<file path="src/rtl/down_counter_timer_pkg.sv">
// -----------------------------------------------------------------------------
// down_counter_timer_pkg
// Shared definitions for the counter family: the control state encoding
// and its width. The up counters import the same package.
// -----------------------------------------------------------------------------
package down_counter_timer_pkg;

  localparam int STATE_W = 2;

  typedef enum logic [STATE_W-1:0] {
    ST_IDLE   = 2'd0,
    ST_RUN    = 2'd1,
    ST_PAUSED = 2'd2,
    ST_DONE   = 2'd3
  } state_e;

endpackage

</file>
<file path="src/rtl/down_counter_timer_if.sv">
// -----------------------------------------------------------------------------
// down_counter_timer_if
// Control/status bundle of the down-counting timer.
//   master : drives load/load_value/start/stop/auto_reload, observes status
//   slave  : the timer itself; observes controls, drives count/busy/done/tc_pulse
// -----------------------------------------------------------------------------
interface down_counter_timer_if #(
  parameter int WIDTH = 8
);

  logic             load;
  logic [WIDTH-1:0] load_value;
  logic             start;
  logic             stop;
  logic             auto_reload;
  logic [WIDTH-1:0] count;
  logic             busy;
  logic             done;
  logic             tc_pulse;

  modport master (
    output load, load_value, start, stop, auto_reload,
    input  count, busy, done, tc_pulse
  );

  modport slave (
    input  load, load_value, start, stop, auto_reload,
    output count, busy, done, tc_pulse
  );

endinterface

</file>
<file path="src/rtl/down_counter_timer.sv">
// -----------------------------------------------------------------------------
// down_counter_timer
// Programmable down-counting timer. A loaded value is counted down to zero;
// at terminal count a one-cycle tc_pulse is issued and the timer either
// stops (one-shot, sticky done) or reloads and keeps running.
// Ports:
//   clk      : rising-edge clock
//   reset_n  : asynchronous active-low reset
//   bus      : control/status bundle (slave side)
// Per-cycle priority: load > stop > start > counting. All outputs registered.
// -----------------------------------------------------------------------------
module down_counter_timer
  import down_counter_timer_pkg::*;
#(
  parameter int WIDTH = 8
) (
  input  logic                  clk,
  input  logic                  reset_n,
  down_counter_timer_if.slave   bus
);

  state_e           state_q, state_d;
  logic [WIDTH-1:0] count_q, count_d;
  logic [WIDTH-1:0] reload_q, reload_d;
  logic             done_q, done_d;
  logic             tc_q, tc_d;
  logic             busy_q, busy_d;
  logic [WIDTH-1:0] start_val_s;

  // Value a start would begin counting from: DONE restarts from the reload value.
  always_comb begin
    start_val_s = count_q;
    if (state_q == ST_DONE) begin
      start_val_s = reload_q;
    end else begin
      start_val_s = count_q;
    end
  end

  // Next-state and datapath decode.
  always_comb begin
    state_d  = state_q;
    count_d  = count_q;
    reload_d = reload_q;
    done_d   = done_q;
    tc_d     = 1'b0;

    if (bus.load) begin
      // Load overrides everything, including a decrement due this cycle.
      count_d  = bus.load_value;
      reload_d = bus.load_value;
      state_d  = ST_IDLE;
      done_d   = 1'b0;
    end else if (bus.stop) begin
      // Stop only acts in RUN, but it always masks a simultaneous start.
      if (state_q == ST_RUN) begin
        state_d = ST_PAUSED;
      end else begin
        state_d = state_q;
      end
    end else if (bus.start && (state_q != ST_RUN)) begin
      count_d = start_val_s;
      if (start_val_s == '0) begin
        // Nothing to count: terminal count immediately.
        state_d = ST_DONE;
        tc_d    = 1'b1;
        done_d  = 1'b1;
      end else begin
        state_d = ST_RUN;
        done_d  = 1'b0;
      end
    end else if (state_q == ST_RUN) begin
      case (count_q)
        WIDTH'(0): begin
          // Only reachable on the auto-reload path.
          count_d = reload_q;
          tc_d    = (reload_q == '0);
        end
        WIDTH'(1): begin
          count_d = '0;
          tc_d    = 1'b1;
          if (!bus.auto_reload) begin
            state_d = ST_DONE;
            done_d  = 1'b1;
          end else begin
            state_d = ST_RUN;
          end
        end
        default: begin
          count_d = count_q - WIDTH'(1);
        end
      endcase
    end else begin
      state_d = state_q;
    end

    busy_d = (state_d == ST_RUN);
  end

  // State, counter and registered outputs.
  always_ff @(posedge clk or negedge reset_n) begin
    if (!reset_n) begin
      state_q  <= ST_IDLE;
      count_q  <= '0;
      reload_q <= '0;
      done_q   <= 1'b0;
      tc_q     <= 1'b0;
      busy_q   <= 1'b0;
    end else begin
      state_q  <= state_d;
      count_q  <= count_d;
      reload_q <= reload_d;
      done_q   <= done_d;
      tc_q     <= tc_d;
      busy_q   <= busy_d;
    end
  end

  assign bus.count    = count_q;
  assign bus.busy     = busy_q;
  assign bus.done     = done_q;
  assign bus.tc_pulse = tc_q;

endmodule

</file>
<file path="src/flat_wrapper.sv">
// flat-port wrapper written by rule: the top's interface ports become plain ports
module down_counter_timer_flat import down_counter_timer_pkg::*;
#(
  parameter int WIDTH = 8
)
  (clk, reset_n, bus_load, bus_load_value, bus_start, bus_stop, bus_auto_reload, bus_count, bus_busy, bus_done, bus_tc_pulse);
  down_counter_timer_if #(.WIDTH(WIDTH)) bus_i ();
  input  logic clk;
  input  logic reset_n;
  input wire logic [$bits(bus_i.load)-1:0] bus_load;
  input wire logic [$bits(bus_i.load_value)-1:0] bus_load_value;
  input wire logic [$bits(bus_i.start)-1:0] bus_start;
  input wire logic [$bits(bus_i.stop)-1:0] bus_stop;
  input wire logic [$bits(bus_i.auto_reload)-1:0] bus_auto_reload;
  output wire logic [$bits(bus_i.count)-1:0] bus_count;
  output wire logic [$bits(bus_i.busy)-1:0] bus_busy;
  output wire logic [$bits(bus_i.done)-1:0] bus_done;
  output wire logic [$bits(bus_i.tc_pulse)-1:0] bus_tc_pulse;
  assign bus_i.load = bus_load;
  assign bus_i.load_value = bus_load_value;
  assign bus_i.start = bus_start;
  assign bus_i.stop = bus_stop;
  assign bus_i.auto_reload = bus_auto_reload;
  assign bus_count = bus_i.count;
  assign bus_busy = bus_i.busy;
  assign bus_done = bus_i.done;
  assign bus_tc_pulse = bus_i.tc_pulse;
  down_counter_timer #(.WIDTH(WIDTH)) u_core (.clk(clk), .reset_n(reset_n), .bus(bus_i));
endmodule
</file>
<file path="config.mk">
export PLATFORM = sky130hd
export DESIGN_NAME = down_counter_timer_flat
export DESIGN_NICKNAME = d
export VERILOG_FILES = /design/src/rtl/down_counter_timer_pkg.sv /design/src/rtl/down_counter_timer_if.sv /design/src/rtl/down_counter_timer.sv /design/src/flat_wrapper.sv
export SDC_FILE = /design/constraint.sdc
export NUM_CORES = 1
export LEC_CHECK = 0
export ABC_AREA = 1
export BUFFER_PORTS_ARGS = -buffer_cell sky130_fd_sc_hd__buf_4
export CAP_MARGIN = 20
export CORE_MARGIN = 2
export CORE_UTILIZATION = 30
export CTS_BUF_LIST = sky130_fd_sc_hd__clkbuf_4
export DETAILED_ROUTE_END_ITERATION = 8
export PLACE_DENSITY_LB_ADDON = 0.25
export SLEW_MARGIN = 0
export SYNTH_ARGS = -nofsm -noshare
export SYNTH_HDL_FRONTEND = slang
export SYNTH_SLANG_ARGS = --single-unit
export TNS_END_PERCENT = 100
</file>
<file path="constraint.sdc">
create_clock -name clk -period 3.4 [get_ports clk]
set_input_delay 0.68 -clock clk [delete_from_list [all_inputs] [get_ports clk]]
set_output_delay 0.68 -clock clk [all_outputs]
set_load 0.01 [all_outputs]
</file>
==> results of run 1 <==
-- power groups by stage --
| stage | Sequential [W] | Combinational [W] | Clock, W |
|---|---|---|---|
| floorplan | 0.000314 | 0.000173 | 0 |
| global placement | 0.000321 | 0.000255 | 0 |
| detailed placement | 0.000320 | 0.000255 | 0 |
| CTS | 0.000315 | 0.000256 | 0.000147 |
| global route | 0.000320 | 0.000287 | 0.000156 |
| finish | 0.000315 | 0.000255 | 0.000143 |
-- through the flow --
stage / hold slack, ns / area (um2) / utilization / cells / power (W)
final: 0.2188 / 1813 / 0.3550 / 308 / 0.0007130
after global routing: 0.2377 / 1813 / 0.3550 / 308 / 0.0007631
after CTS: 0.2254 / 1813 / 0.3550 / 308 / 0.0007186
after detailed placement: 0.5136 / 1783 / 0.3491 / 304 / 0.0005753
after global placement: 0.5165 / 1783 / 0.3491 / 304 / 0.0005757
after floorplan: 0.3844 / 1585 / - / 219 / 0.0004870
-- flip-flops by register name, summed over array words and instances (netlist names) --
name,cells
u_core.bus.count,8
u_core.reload_q,8
u_core.state_q,2
u_core.bus.busy,1
u_core.bus.done,1
u_core.bus.tc_pulse,1
-- worst paths after layout --
check	slack (ns)	depth (start not counted)	endpoint
worst max-delay path	1.44	9	u_core.bus.count[4]
worst min-delay path	0.22	1	u_core.reload_q[4]
worst max register to register	1.44	9	u_core.bus.count[4]
worst min register to register	0.57	2	u_core.bus.done
max in group asynchronous	2.95	1	u_core.bus.count[3]
min in group clk	0.56	3	u_core.reload_q[5]
-- cell usage after synthesis, types with 2 or more instances --
cell type and instances:
o21ai_1 2, ha_1 3, buf_2 2, a21oi_1 17, dfrtp_1 21, nor2_1 17
nor4_1 2, buf_6 4, nand4_1 2, inv_4 3, a22oi_2 4, nand2_1 69
inv_1 22, nand3_1 11, o21ai_0 8, a21oi_2 12, nor2_2 3, nand2_4 2
xor2_1 4
-- layout make-up --
type                    instances  area share
flip-flops and latches         21      0.2899
well taps                      70     0.04831
inverters                      26     0.05797
repair buffers                 24     0.09938
clock buffers                   4     0.01656
multi-input cells             163      0.4879
-- cells by family (layout without fill, tap and decap cells) --
group,count (synthesis),count (layout),synth area share
AND/OR/NAND/NOR,109,109,0.3031
flip-flops,21,21,0.3315
XOR/XNOR,4,4,0.02210
adder cells (fa/ha/maj),3,3,0.02368
AO/OA/AOI/OAI,47,47,0.2092
buffers and inverters,35,54,0.1105
-- worst register-to-register path: stages (launching register included) --
cell and delay, ns:
dfrtp_1 0.42, inv_1 0.24, ha_1 0.20, nand2_1 0.06, nor2_2 0.44, nor2_2 0.17
nand2_1 0.13, nand2_1 0.06, nand2_1 0.07, a22oi_2 0.07
-- metal layers --
metal	track usage	wire length (um)
met2	0.2254	1831
met5	0	0
met4	0.04364	52
met3	0.01647	205
met1	0.2183	2116
==> results.yml, run 1 <==
sta:
  hold_viol: 0
  finalSetupViolCount: 0
  rsz0062_at_grt: "false"
  fin_crit_sh: 0.5765
  slew_headroom: 0.6241
  worst_slew_pin_slew_ns: 0.5639
  skew_ns: 0.004325
  max_freq_mhz: 510.2
  layout_min_cycle_time_ns: 1.960
  slew_viol_final: 0
  final.setup.worst_slack_ns: 1.440
  timing.setup.tns_ns: 0
placement:
  preCtsSetupSlack_ns: 1.443
  io_buffers: 24
  hpwl_mm: 3.131
  gp_congestion: 0.8465
clocking:
  numCtsBuffers: 3
  clk_path_buf_depth: 2
  clock_latency_ns: 0.33
  clk_pin_slew_worst_paths_ns: 0.13
  cts.sink_count: 21
  cts_tree: "yes"
  cts_resized: 0
  root_buffer: "clkbuf_4"
  postCtsHoldBufs: 0
  postCtsSetupRepairBufs: 0
  h-tree-depth: 1
yosys:
  yosys_warnings: 0
  ys_ff_latch: 21
  synthCells: 219
  synth_top_area_share: 0.3315
  yosysUniqueCellTypes: 30
  syn_avg_cell_area_um2: 7.239
  ys.flop_type: "dfrtp_1"
  synth_area_um2: 1585
  synth_nets: 236
  synth_edf_count: 0
  async_flop_share: 1.000
  yosysSeqAreaShare: 0.3315
  yosys-top-cells-area: "dfrtp_1 (33%), nand2_1 (16%), a21oi_2 (6.6%), a21oi_1 (5.4%), inv_1 (5.2%)"
  synth.largest_area_cell: "dfrtp_1"
die:
  row_count: 26
  core_um2: 5107
  start_util: 0.3104
  io_pins: 25
  die_w_um: 76.69
  die_area_um2: 5881
  die_height_um: 76.69
final_layout:
  num_antenna_cells: 0
  nets: 256
  drive_gt1_frac: 0.2353
  seqCellArea_um2: 525.5
  areaGrowthSynthToFinish_pct: 14.36
  fillers: 583
  final_common_cell: "nand2_1"
  multi_input_area_um2: 884.6
  final_cell_mix: "nand2_1 (69), buf_4 (24), inv_1 (22)"
route:
  drc: 0
  routed_wl_mm: 4.205
  first_iter_violations: 99
  dr.pass1.iters: 4
  viasPerCell: 4.646
  drt.antenna.violating_nets: 0
  drt-wirelength-per-cell_um: 13.65
  vias: 1431
global_route:
  antenna_found_initial: 0
  grt_pass1_vias: 1332
  grt_first_pass_wirelength_mm: 6.879
  grt_start_max_net_pins: 36
  grt_overflow: 0
  grtUsageTotal: 0.1477
critical_path:
  cp.buffers_inverters: 1
  cp_top_family: "simple AND/OR/NAND/NOR gates"
  cpPeakStageDelay_ns: 0.44
  cp-end-kind: "flop"
  start_kind: "flop"
  setup.worst_path.start: "u_core.bus.count[0]"
  path_common_cell: "nand2_1"
  critPathRequiredTime_ns: 3.61
  cp_slowest_cell: "nor2_2"
  rr_startpoint: "u_core.bus.count[0]"
  path_cells: "inv_1 > ha_1 > nand2_1 > nor2_2 > nor2_2 > nand2_1 > nand2_1 > nand2_1 > a22oi_2"
  critPathKind: "reg -> reg"
  crit_arrival_ns: 2.17
  cp_max_fo: 11
hold_path:
  hold_path_class: "in -> async"
power:
  p_sw_frac: 0.3935
  internal_power_w: 0.0004324
  power_density_nw_per_um2: 393.2
  peakVddDrop_mv: 0.1406
  leakage_nw: 0.8870
  p_sw_w: 0.0002806
  pwr-share-comb: 0.358
  seqPwrFrac: 0.442
  clock_power_share: 0.201
run:
  max_cap_viol_count: 0
outcome:
  outcome: "finished, final reports clean"
Power figures use the tool's default switching activity.
==> run 2: changes to the inputs <==
==> constraint.sdc (replaced) <==
create_clock -name clk -period 1.9 [get_ports clk]
set_input_delay 0.38 -clock clk [delete_from_list [all_inputs] [get_ports clk]]
set_output_delay 0.38 -clock clk [all_outputs]
set_load 0.01 [all_outputs]
==> run 2 against run 1 <==
Clock-buffer cell count is the same. Sequential cell count unchanged. Die area unchanged. Via count increased by 2.0%. Combinational power increased by 83%. Clock power is 68% higher. Core utilization is 0.88 points higher. Sequential power rose by 77%. Sequential share of layout area down 0.70 points. Critical path depth unchanged. Critical endpoint is now u_core.bus.count[5]. Largest cell class unchanged.
==> results.yml, run 2 (synthesized netlist as in run 1, its figures left out) <==
outcome:
  outcome: "finished, final reports clean"
global_route:
  grtUsageTotal: 0.1470
  antenna_found_initial: 0
  grt_pass1_vias: 1449
  grt_overflow: 0
  grt_start_max_net_pins: 36
  grt_first_pass_wirelength_mm: 7.065
route:
  viasPerCell: 4.665
  first_iter_violations: 93
  drc: 0
  drt.antenna.violating_nets: 0
  vias: 1460
  dr.pass1.iters: 5
  drt-wirelength-per-cell_um: 12.77
  routed_wl_mm: 3.996
die:
  die_height_um: 76.69
  die_w_um: 76.69
  io_pins: 25
  start_util: 0.3104
  row_count: 26
  die_area_um2: 5881
  core_um2: 5107
sta:
  hold_slack_ns: 0.2814
  worst_slew_pin_slew_ns: 0.4699
  layout_min_cycle_time_ns: 1.693
  skew_ns: 0.004944
  slew_headroom: 0.6868
  slew_viol_final: 0
  hold_viol: 0
  finalSetupViolCount: 0
  rsz0062_at_grt: "false"
  max_freq_mhz: 590.5
  timing.setup.tns_ns: 0
  fin_crit_sh: 0.8913
critical_path:
  setup.worst_path.start: "u_core.bus.count[1]"
  critPathKind: "reg -> reg"
  rr_startpoint: "u_core.bus.count[1]"
  cp_max_fo: 7
  crit_arrival_ns: 1.89
  start_kind: "flop"
  cp-end-kind: "flop"
  critPathRequiredTime_ns: 2.10
clocking:
  numCtsBuffers: 3
  clock_latency_ns: 0.31
  postCtsSetupRepairBufs: 0
  cts.sink_count: 21
  h-tree-depth: 1
  root_buffer: "clkbuf_4"
  cts_tree: "yes"
  clk_path_buf_depth: 2
  clk_pin_slew_worst_paths_ns: 0.13
hold_path:
  hold_path_class: "in -> reg"
  min_from: "bus_load_value[3]"
final_layout:
  nets: 261
  final_common_cell: "nand2_1"
  final_cell_mix: "nand2_1 (69), buf_4 (28), inv_1 (22)"
  seqCellArea_um2: 525.5
  drive_gt1_frac: 0.2469
  multi_input_area_um2: 889.6
  areaGrowthSynthToFinish_pct: 17.21
  num_antenna_cells: 0
  fillers: 569
  utilization: 0.3638
power:
  peakVddDrop_mv: 0.2870
  finalPower_w: 0.001267
  power_density_nw_per_um2: 681.7
  leakage_nw: 0.9114
placement:
  io_buffers: 24
  hpwl_mm: 3.015
  gp_congestion: 0.7779
run:
  max_cap_viol_count: 0
[run 2: cell types whose count changed in the layout (fill, tap and decap cells not counted), sizes merged]
| cell | before | now |
|---|---|---|
| buf | 24 | 28 |
| dlygate4sd3 | 0 | 1 |
[run 2: metal layers]
| layer | part of all wire | track usage |
|---|---|---|
| met2 | 0.44 | 0.2298 |
| met3 | 0.044 | 0.02000 |
| met4 | 0.0095 | 0.03273 |
| met5 | 0 | 0 |
| met1 | 0.50 | 0.2152 |
[run 2: critical path, cell delays in order (launching register included)]
cell and delay, ns:
dfrtp_1 0.44, inv_1 0.15, ha_1 0.17, nand2_1 0.05, nor2_1 0.34, nor2_2 0.16, nand2_1 0.11, nand2_1 0.06
nand2_1 0.07, a22oi_2 0.05
[run 2: worst paths after layout]
check | endpoint | slack, ns | depth (start not counted)
min in group asynchronous | u_core.reload_q[5] | 0.48 | 2
max reg2reg | u_core.bus.count[5] | 0.21 | 9
min reg2reg | u_core.bus.done | 0.52 | 2
max | u_core.bus.count[5] | 0.21 | 9
min | u_core.reload_q[3] | 0.28 | 3
max in group asynchronous | u_core.bus.count[0] | 1.19 | 2
[run 2: layout make-up]
type | instances | share of cell area
clock buffers | 4 | 0.01616
flip-flops and latches | 21 | 0.2828
repair buffers | 29 | 0.1185
inverters | 26 | 0.05657
multi-input cells | 163 | 0.4788
well taps | 70 | 0.04714
[run 2: power by group]
| part | internal [W] | switching [W] | leakage, nW |
|---|---|---|---|
| clock network | 0.0000961 | 0.000144 | 0.0184 |
| registers | 0.000498 | 0.0000619 | 0.255 |
| logic | 0.000193 | 0.000274 | 0.638 |
[run 2: per-stage QoR]
stage                     area (um2)  std cells  worst slack [ns]
after floorplan                 1585        219            0.4335
after global placement          1813        308            0.1128
after detailed placement        1813        308            0.1484
after CTS                       1853        313            0.1068
after global routing            1858        313           0.06844
final                           1858        313            0.2065
[run 2: what timing repair did]
action                                  in CTS  in global routing
endpoints found under the hold margin       21                  0
endpoints found under the setup margin       0                  7
resized for setup                            0                  1
hold buffers                                 1                  0
